[config.mk]
export PLATFORM = sky130hd
export DESIGN_NAME = bcd_to_bin_seq
export DESIGN_NICKNAME = d
export VERILOG_FILES = /design/src/rtl/bcd_to_bin_seq.sv
export SDC_FILE = /design/constraint.sdc
export NUM_CORES = 1
export LEC_CHECK = 0
export BUFFER_PORTS_ARGS = -buffer_cell sky130_fd_sc_hd__buf_4
export CAP_MARGIN = 25
export CORE_ASPECT_RATIO = 0.8
export CORE_MARGIN = 2
export CORE_UTILIZATION = 30
export DETAILED_ROUTE_END_ITERATION = 12
export PLACE_DENSITY = 0.44
export SLEW_MARGIN = 25
export SYNTH_ARGS = -nofsm -noshare
export SYNTH_HDL_FRONTEND = slang
export SYNTH_SLANG_ARGS = --single-unit
export TNS_END_PERCENT = 100
[constraint.sdc]
create_clock -name clk -period 3 [get_ports clk]
set_input_delay 0.15 -clock clk [delete_from_list [all_inputs] [get_ports clk]]
set_output_delay 0.15 -clock clk [all_outputs]
set_load 0.01 [all_outputs]
[src/rtl/bcd_to_bin_seq.sv]
// Sequential BCD to binary converter (reverse double-dabble), one bit per clock.
// A 5-digit BCD value becomes a 16-bit result, saturating with an ovf flag and flagging invalid digits.
module bcd_to_bin_seq #(
    parameter int NDIG = 5,
    parameter int NBIN = 16
) (
    input  logic              clk,
    input  logic              rst_n,
    input  logic              start,
    input  logic [4*NDIG-1:0] bcd_in,
    output logic              busy,
    output logic              done,
    output logic [NBIN-1:0]   bin_out,
    output logic              ovf,
    output logic              err
);

    localparam int BW = 4 * NDIG;
    localparam int RW = NBIN + 1;
    localparam int ZW = BW + RW;
    localparam int CW = $clog2(RW);
    localparam logic [CW-1:0] LAST = CW'(NBIN);

    typedef enum logic [1:0] {
        IDLE,
        SHIFT,
        DONE
    } state_t;

    state_t          state;
    logic [CW-1:0]   cnt;
    logic [ZW-1:0]   z;
    logic [ZW-1:0]   z_next;
    logic            err_l;
    logic [NBIN+1:0] res_next;

    // One reverse double-dabble step: shift right, then pull every BCD nibble >= 8 down by 3.
    function automatic logic [ZW-1:0] iterate(input logic [ZW-1:0] zin);
        logic [ZW-1:0] s;
        s = zin >> 1;
        for (int i = 0; i < NDIG; i++) begin
            if (s[RW+4*i+3]) begin
                s[RW+4*i +: 4] = s[RW+4*i +: 4] - 4'd3;
            end
        end
        return s;
    endfunction

    function automatic logic digits_invalid(input logic [BW-1:0] b);
        logic bad;
        bad = 1'b0;
        for (int i = 0; i < NDIG; i++) begin
            if (b[4*i +: 4] > 4'd9) begin
                bad = 1'b1;
            end
        end
        return bad;
    endfunction

    // Result packed as {err, ovf, bin}; an invalid input always wins over overflow.
    function automatic logic [NBIN+1:0] finalize(input logic bad, input logic [RW-1:0] val);
        logic [NBIN+1:0] r;
        if (bad) begin
            r = {1'b1, 1'b0, {NBIN{1'b0}}};
        end else if (val[NBIN]) begin
            r = {1'b0, 1'b1, {NBIN{1'b1}}};
        end else begin
            r = {1'b0, 1'b0, val[NBIN-1:0]};
        end
        return r;
    endfunction

    assign z_next   = iterate(z);
    assign res_next = finalize(err_l, z_next[RW-1:0]);

    always_ff @(posedge clk or negedge rst_n) begin
        if (!rst_n) begin
            state   <= IDLE;
            cnt     <= '0;
            z       <= '0;
            err_l   <= 1'b0;
            busy    <= 1'b0;
            done    <= 1'b0;
            bin_out <= '0;
            ovf     <= 1'b0;
            err     <= 1'b0;
        end else begin
            case (state)
                IDLE: begin
                    done <= 1'b0;
                    if (start) begin
                        z     <= {bcd_in, {RW{1'b0}}};
                        cnt   <= '0;
                        err_l <= digits_invalid(bcd_in);
                        busy  <= 1'b1;
                        state <= SHIFT;
                    end
                end
                SHIFT: begin
                    z   <= z_next;
                    cnt <= cnt + 1'b1;
                    if (cnt == LAST) begin
                        {err, ovf, bin_out} <= res_next;
                        done  <= 1'b1;
                        state <= DONE;
                    end
                end
                DONE: begin
                    done  <= 1'b0;
                    busy  <= 1'b0;
                    state <= IDLE;
                end
                default: begin
                    done  <= 1'b0;
                    busy  <= 1'b0;
                    state <= IDLE;
                end
            endcase
        end
    end

endmodule

* Word-level counts from Yosys, hierarchy flattened
Index checks and enable logic that the tools add are counted.
Word-level totals: register bits after elaboration 65, latch bits 0, bits in writable memories 0, memory bits (read-only) 0, input bits 23, output and inout port bits 20, word-level logic and storage cells 53, memories kept 0
Cells by class: add/subtract/negate cells 5, $mul 0, divide/modulo/power cells 0, $lt $le $gt $ge 5, eq/ne operators 4, shifts and indexed selects 0, multiplexer cells 22, bitwise operators 1, reductions and logical operators 7
Operator list (number):
- $pmux W37 S2 | 1
- $mux W37 | 1
- $gt A4 B4 Y1 const B | 5
- $mux W18 | 1
- $mux W17 | 1
- $mux W4 | 4
- $sub A4 B2 Y4 const B | 4
- $pmux W5 S2 | 1
- $reduce_and A2 Y1 | 5
- $mux W1 | 8
- $add A5 B1 Y5 const B | 1
- $eq A5 B5 Y1 const B | 1
- $mux W5 | 1
- $mux W2 | 2
- $ne A2 B2 Y1 const B | 2
- $pmux W2 S2 | 1
- $eq A2 B1 Y1 const B | 1
- $logic_not A2 Y1 | 1
- $pmux W1 S2 | 1
- $reduce_bool A2 Y1 | 1
- $not A1 Y1 | 1

* Logic depth before layout (Yosys ltp)
depth in word-level cells 6, gate-level depth with buffers 7

* Worst setup path after synthesis
No wires, ideal clock.
path kind register to register, from register cnt[0], to register bin_out[11], setup time 0.092 ns, arrival time 1.393 ns, data required time 2.908 ns, path slack 1.515 ns, stages on the path, launching flop included 8, buffers on the path 2, clock period less this slack 1.485 ns, cell sequence dfrtp_1 -> inv_1 -> ha_1 -> nand4bb_1 -> clkbuf_1 -> clkbuf_1 -> o21ai_0 -> o31ai_2
On the way: cells in the longest elaborated chain, start to end 2
RTL lines:
- start: declaration | line 31 | logic [CW-1:0] cnt;
- start signal: assignment | line 101 | cnt <= cnt + 1'b1;
- $eq A5 B5 Y1 | line 102 | if (cnt == LAST) begin
- $reduce_and A2 Y1 (no line)
- end signal: assignment | line 103 | {err, ovf, bin_out} <= res_next;
- end: declaration | line 13 | output logic [NBIN-1:0] bin_out,
No other way between the ends. A chain may end at the register's enable or synchronous reset.

* Worst setup path in the final report
from register state[0], to register z[24]
On the way: cells in the longest elaborated chain, start to end 3, elaborated cells between the ends (all ways) 6, classes of those cells 2 x eq/ne; 1 x mux; 3 x reduce/logical
RTL lines:
- start: declaration | line 30 | state_t state;
- start signal: assignment | line 78 | state <= IDLE;
- start signal: assignment | line 96 | state <= SHIFT;
- start signal: assignment | line 105 | state <= DONE;
- $eq A2 B1 Y1 or $logic_not A2 Y1 (tied branches) | line 88 | case (state)
- $reduce_bool A2 Y1 (no line) or $ne A2 B2 Y1 (tied branches)
- $reduce_and A2 Y1 (no line)
- end signal: assignment | line 92 | z <= {bcd_in, {RW{1'b0}}};
- end signal: assignment | line 100 | z <= z_next;
- end: declaration | line 32 | logic [ZW-1:0] z;
Parallel ways exist; a longest one is shown, timed or not.

==> results.md <==
- RSZ-0062 raised after global routing: no
- PD cells: 1050 mW/mm2
- Max-cap violations: 0
- Slew @ Worst Pin: 0.953 ns
- Routed wire per std cell: 16.5 um
- First-pass GRT wire length: 13200 um
- Ys Warns: 0
- Min cycle time layout: 1.91 ns
- Worst Path Arrival: 2.12 ns
- CP Max Fanout: 26
- Run status: finished clean
- RePlAce Congestion: 0.769
- WS Path Type: flip-flop to flip-flop
- Vias in the first global route: 2419
- Clk pin slew, worst setup/hold paths: 0.05 ns
- Cts bufs inserted: 9
- Rel. slew slack: 0.365
- # clock sinks: 64
- CP Launch Type: flip-flop
- 1st-iter DRT viols: 188
- Min-delay src: bcd_in[12]
- Worst hold slack: 0.0516 ns
- DRC viols: 0
- Starting Density: 0.313
- Routed vias: 2438
- Slew Viols, Final: 0
- TritonRoute pass-1 iters: 4
- Final wirelength: 7970 um
- Clock Path Buffers: 2
- Synth Cell Area: 0.00306 mm2
- Die Ht: 94.3 um
- Syn_area_per_cell: 9.89 um2
- Synth Area in XOR/XNOR: 0.0229
- Ports: 43
- Dpl cell area: 0.00347 mm2
- Fmax: 0.523 GHz
- Initial antenna violation count: 0
- Placed cells: 468
- Post-DP HPWL: 5000 um
- Int Power: 2.47 mW
- Top FF cell, synth: dfrtp_1
- Largest family of logic cells by synthesized area: compound AO/OA/AOI/OAI gates
- Mapped Nets: 338
- Routed vias/inst: 5.05
- Endpoints failing hold: 0
- Post-route insts no fill: 483
- Fin area: 0.00373 mm2
- Leakage power: 1.70 nW
- Synth area leader: dfrtp_1
- Max VDD drop: 333 uV
- Total Neg Setup Slack: 0 ns
- Period utilization: 0.637
- Min-delay worst type: input port to flip-flop
- Fraction of synthesized cell area taken by the top area cell type: 0.524
- Root Driver: clkbuf_16
- Post-Synth Adder-Cell Area: 0.0246
- Global route overflow: 0
- Total GRT Usage: 0.160
- Setup bufs post-CTS: 0
- Register share of total power: 0.416
- Net Sw Power: 1.46 mW
- Die X-Extent: 117 um
- Fraction of registers with async set/reset: 1.00
- Layout cell share with drive strength beyond 1: 0.213
- Mapped Cells: 309
- ANT cells: 0
- CP endpoint kind: flip-flop
- Synth Area in Compound Gates: 0.197
- Synth Area in Simple Gates: 0.158
- Place WS: 1.09 ns
- Final ANT Viol Nets: 0
- Row cnt: 32
- Layout Area Growth over Synthesis: 22.2%
- Core area: 0.00977 mm2
- Yosys cell types: 38
- Clk network pwr share: 0.236
- Post-Route Utilization: 0.382
- Critical R2R Launch: state[0]$_DFFE_PN0P_
- EDFF count, synth: 0
- Switching share of power: 0.371
- Htree depth: 3
- Sequential share of the synthesized area: 0.524
- Critical Path RT: 3.21 ns
- Finish-stage setup viols: 0
- Worst-Skew Late Latency: 0.33 ns
- Logic gate share of total power: 0.349
- CP startpoint: state[0]$_DFFE_PN0P_
- Post-route worst setup slack: 1.09 ns
- Largest net degree at the start of global routing: 65
- Yosys reg bits: 64
- CTS tree: yes
- Port bufs: 42
- Pwr Total: 3.92 mW
- Worst Skew: 0.00494 ns
- Post-synthesis mux area share: 0.0250
- Full die area: 0.0110 mm2
- Largest cells by area after synthesis: dfrtp_1 (52%), nand2_1 (5.0%), o31ai_2 (3.3%)
- Net total in the final layout: 373
==> per-layer routing <==
metal | up-vias | share of wire | GRT usage
met3 | 8 | 0.040 | 0.0471
met5 | - | 0 | 0
met4 | 0 | 0.012 | 0.0500
li1 | 1160 | - | -
met1 | 1227 | 0.53 | 0.240
met2 | 43 | 0.42 | 0.219
==> registers in the layout (all words and copies together) (netlist names) <==
name and flops:
z 36, bin_out 16, cnt 5, state 2, busy 1, done 1
err 1, err_l 1, ovf 1
==> logic make-up (layout without fill, tap and decap cells) <==
kind of cell	after synthesis	in the layout
AO/OA/AOI/OAI	88	88
AND/OR/NAND/NOR	104	104
flip-flops	64	64
multiplexers	7	7
adder cells (fa/ha/maj)	6	6
XOR/XNOR	8	8
buffers and inverters	32	70
==> layout by cell type (no fill, tap or decap), types with 2 or more instances in the layout <==
cell type | synthesis | routed
o21ai_0 | 18 | 18
nor2b_1 | 6 | 6
xnor2_1 | 8 | 8
mux2_2 | 4 | 4
dfrtp_1 | 64 | 64
nand2_1 | 41 | 41
clkbuf_1 | 16 | 3
o21a_1 | 3 | 3
buf_4 | 0 | 48
a21oi_1 | 10 | 10
a221o_1 | 4 | 4
nand2b_1 | 4 | 3
o22a_1 | 4 | 4
nor2_1 | 22 | 22
inv_1 | 6 | 6
clkbuf_16 | 0 | 9
nand3_1 | 18 | 18
mux2i_1 | 2 | 2
nor3_1 | 2 | 2
a22oi_1 | 4 | 4
o31ai_2 | 8 | 8
o22ai_1 | 11 | 11
o31ai_1 | 9 | 9
ha_1 | 6 | 6
nand4_1 | 6 | 6
o21ai_1 | 13 | 13
==> path summary, 6_finish.rpt <==
check	endpoint	slack, ns	cells after the start
min	z[29]$_DFFE_PN0P_	0.05	2
min in group asynchronous	z[31]$_DFFE_PN0P_	0.46	2
max in group asynchronous	z[22]$_DFFE_PN0P_	1.98	2
max reg2reg	z[24]$_DFFE_PN0P_	1.09	3
max	z[24]$_DFFE_PN0P_	1.09	3
min reg2reg	cnt[4]$_DFFE_PN0P_	0.47	1
==> critical path, cell delays in order, from the launching register on <==
cell     delay (ns)
dfrtp_1        0.53
or3b_1         0.83
o22a_1         0.32
o21a_1         0.10
==> power by group through the flow <==
stage / logic (mW) / clock network [mW] / registers (mW)
global placement: 1.38 / 0 / 1.65
global route: 1.57 / 0.984 / 1.70
CTS: 1.39 / 0.950 / 1.63
floorplan: 1.03 / 0 / 1.50
finish: 1.37 / 0.924 / 1.63
detailed placement: 1.38 / 0 / 1.64
==> Yosys cell counts, types with 8 or more instances <==
| cell | n |
|---|---|
| o22ai_1 | 11 |
| dfrtp_1 | 64 |
| a21oi_1 | 10 |
| xnor2_1 | 8 |
| clkbuf_1 | 16 |
| nand2_1 | 41 |
| o31ai_1 | 9 |
| o21ai_0 | 18 |
| nand3_1 | 18 |
| o31ai_2 | 8 |
| nor2_1 | 22 |
| o21ai_1 | 13 |
==> final cells by class <==
class	instances	area (um2)
Clock inverter	1	5.00
Sequential cell	64	1600
Tap cell	136	170
Multi-Input combinational cell	213	1310
Inverter	7	26.3
Fill cell	1021	6040
Clock buffer	13	250
Timing Repair Buffer	49	370
==> what timing repair did <==
action	CTS	global route
hold endpoints to repair	64	0
hold buffers	1	0
resized for setup	0	0
Note: power is estimated with default switching activity, not from simulation.
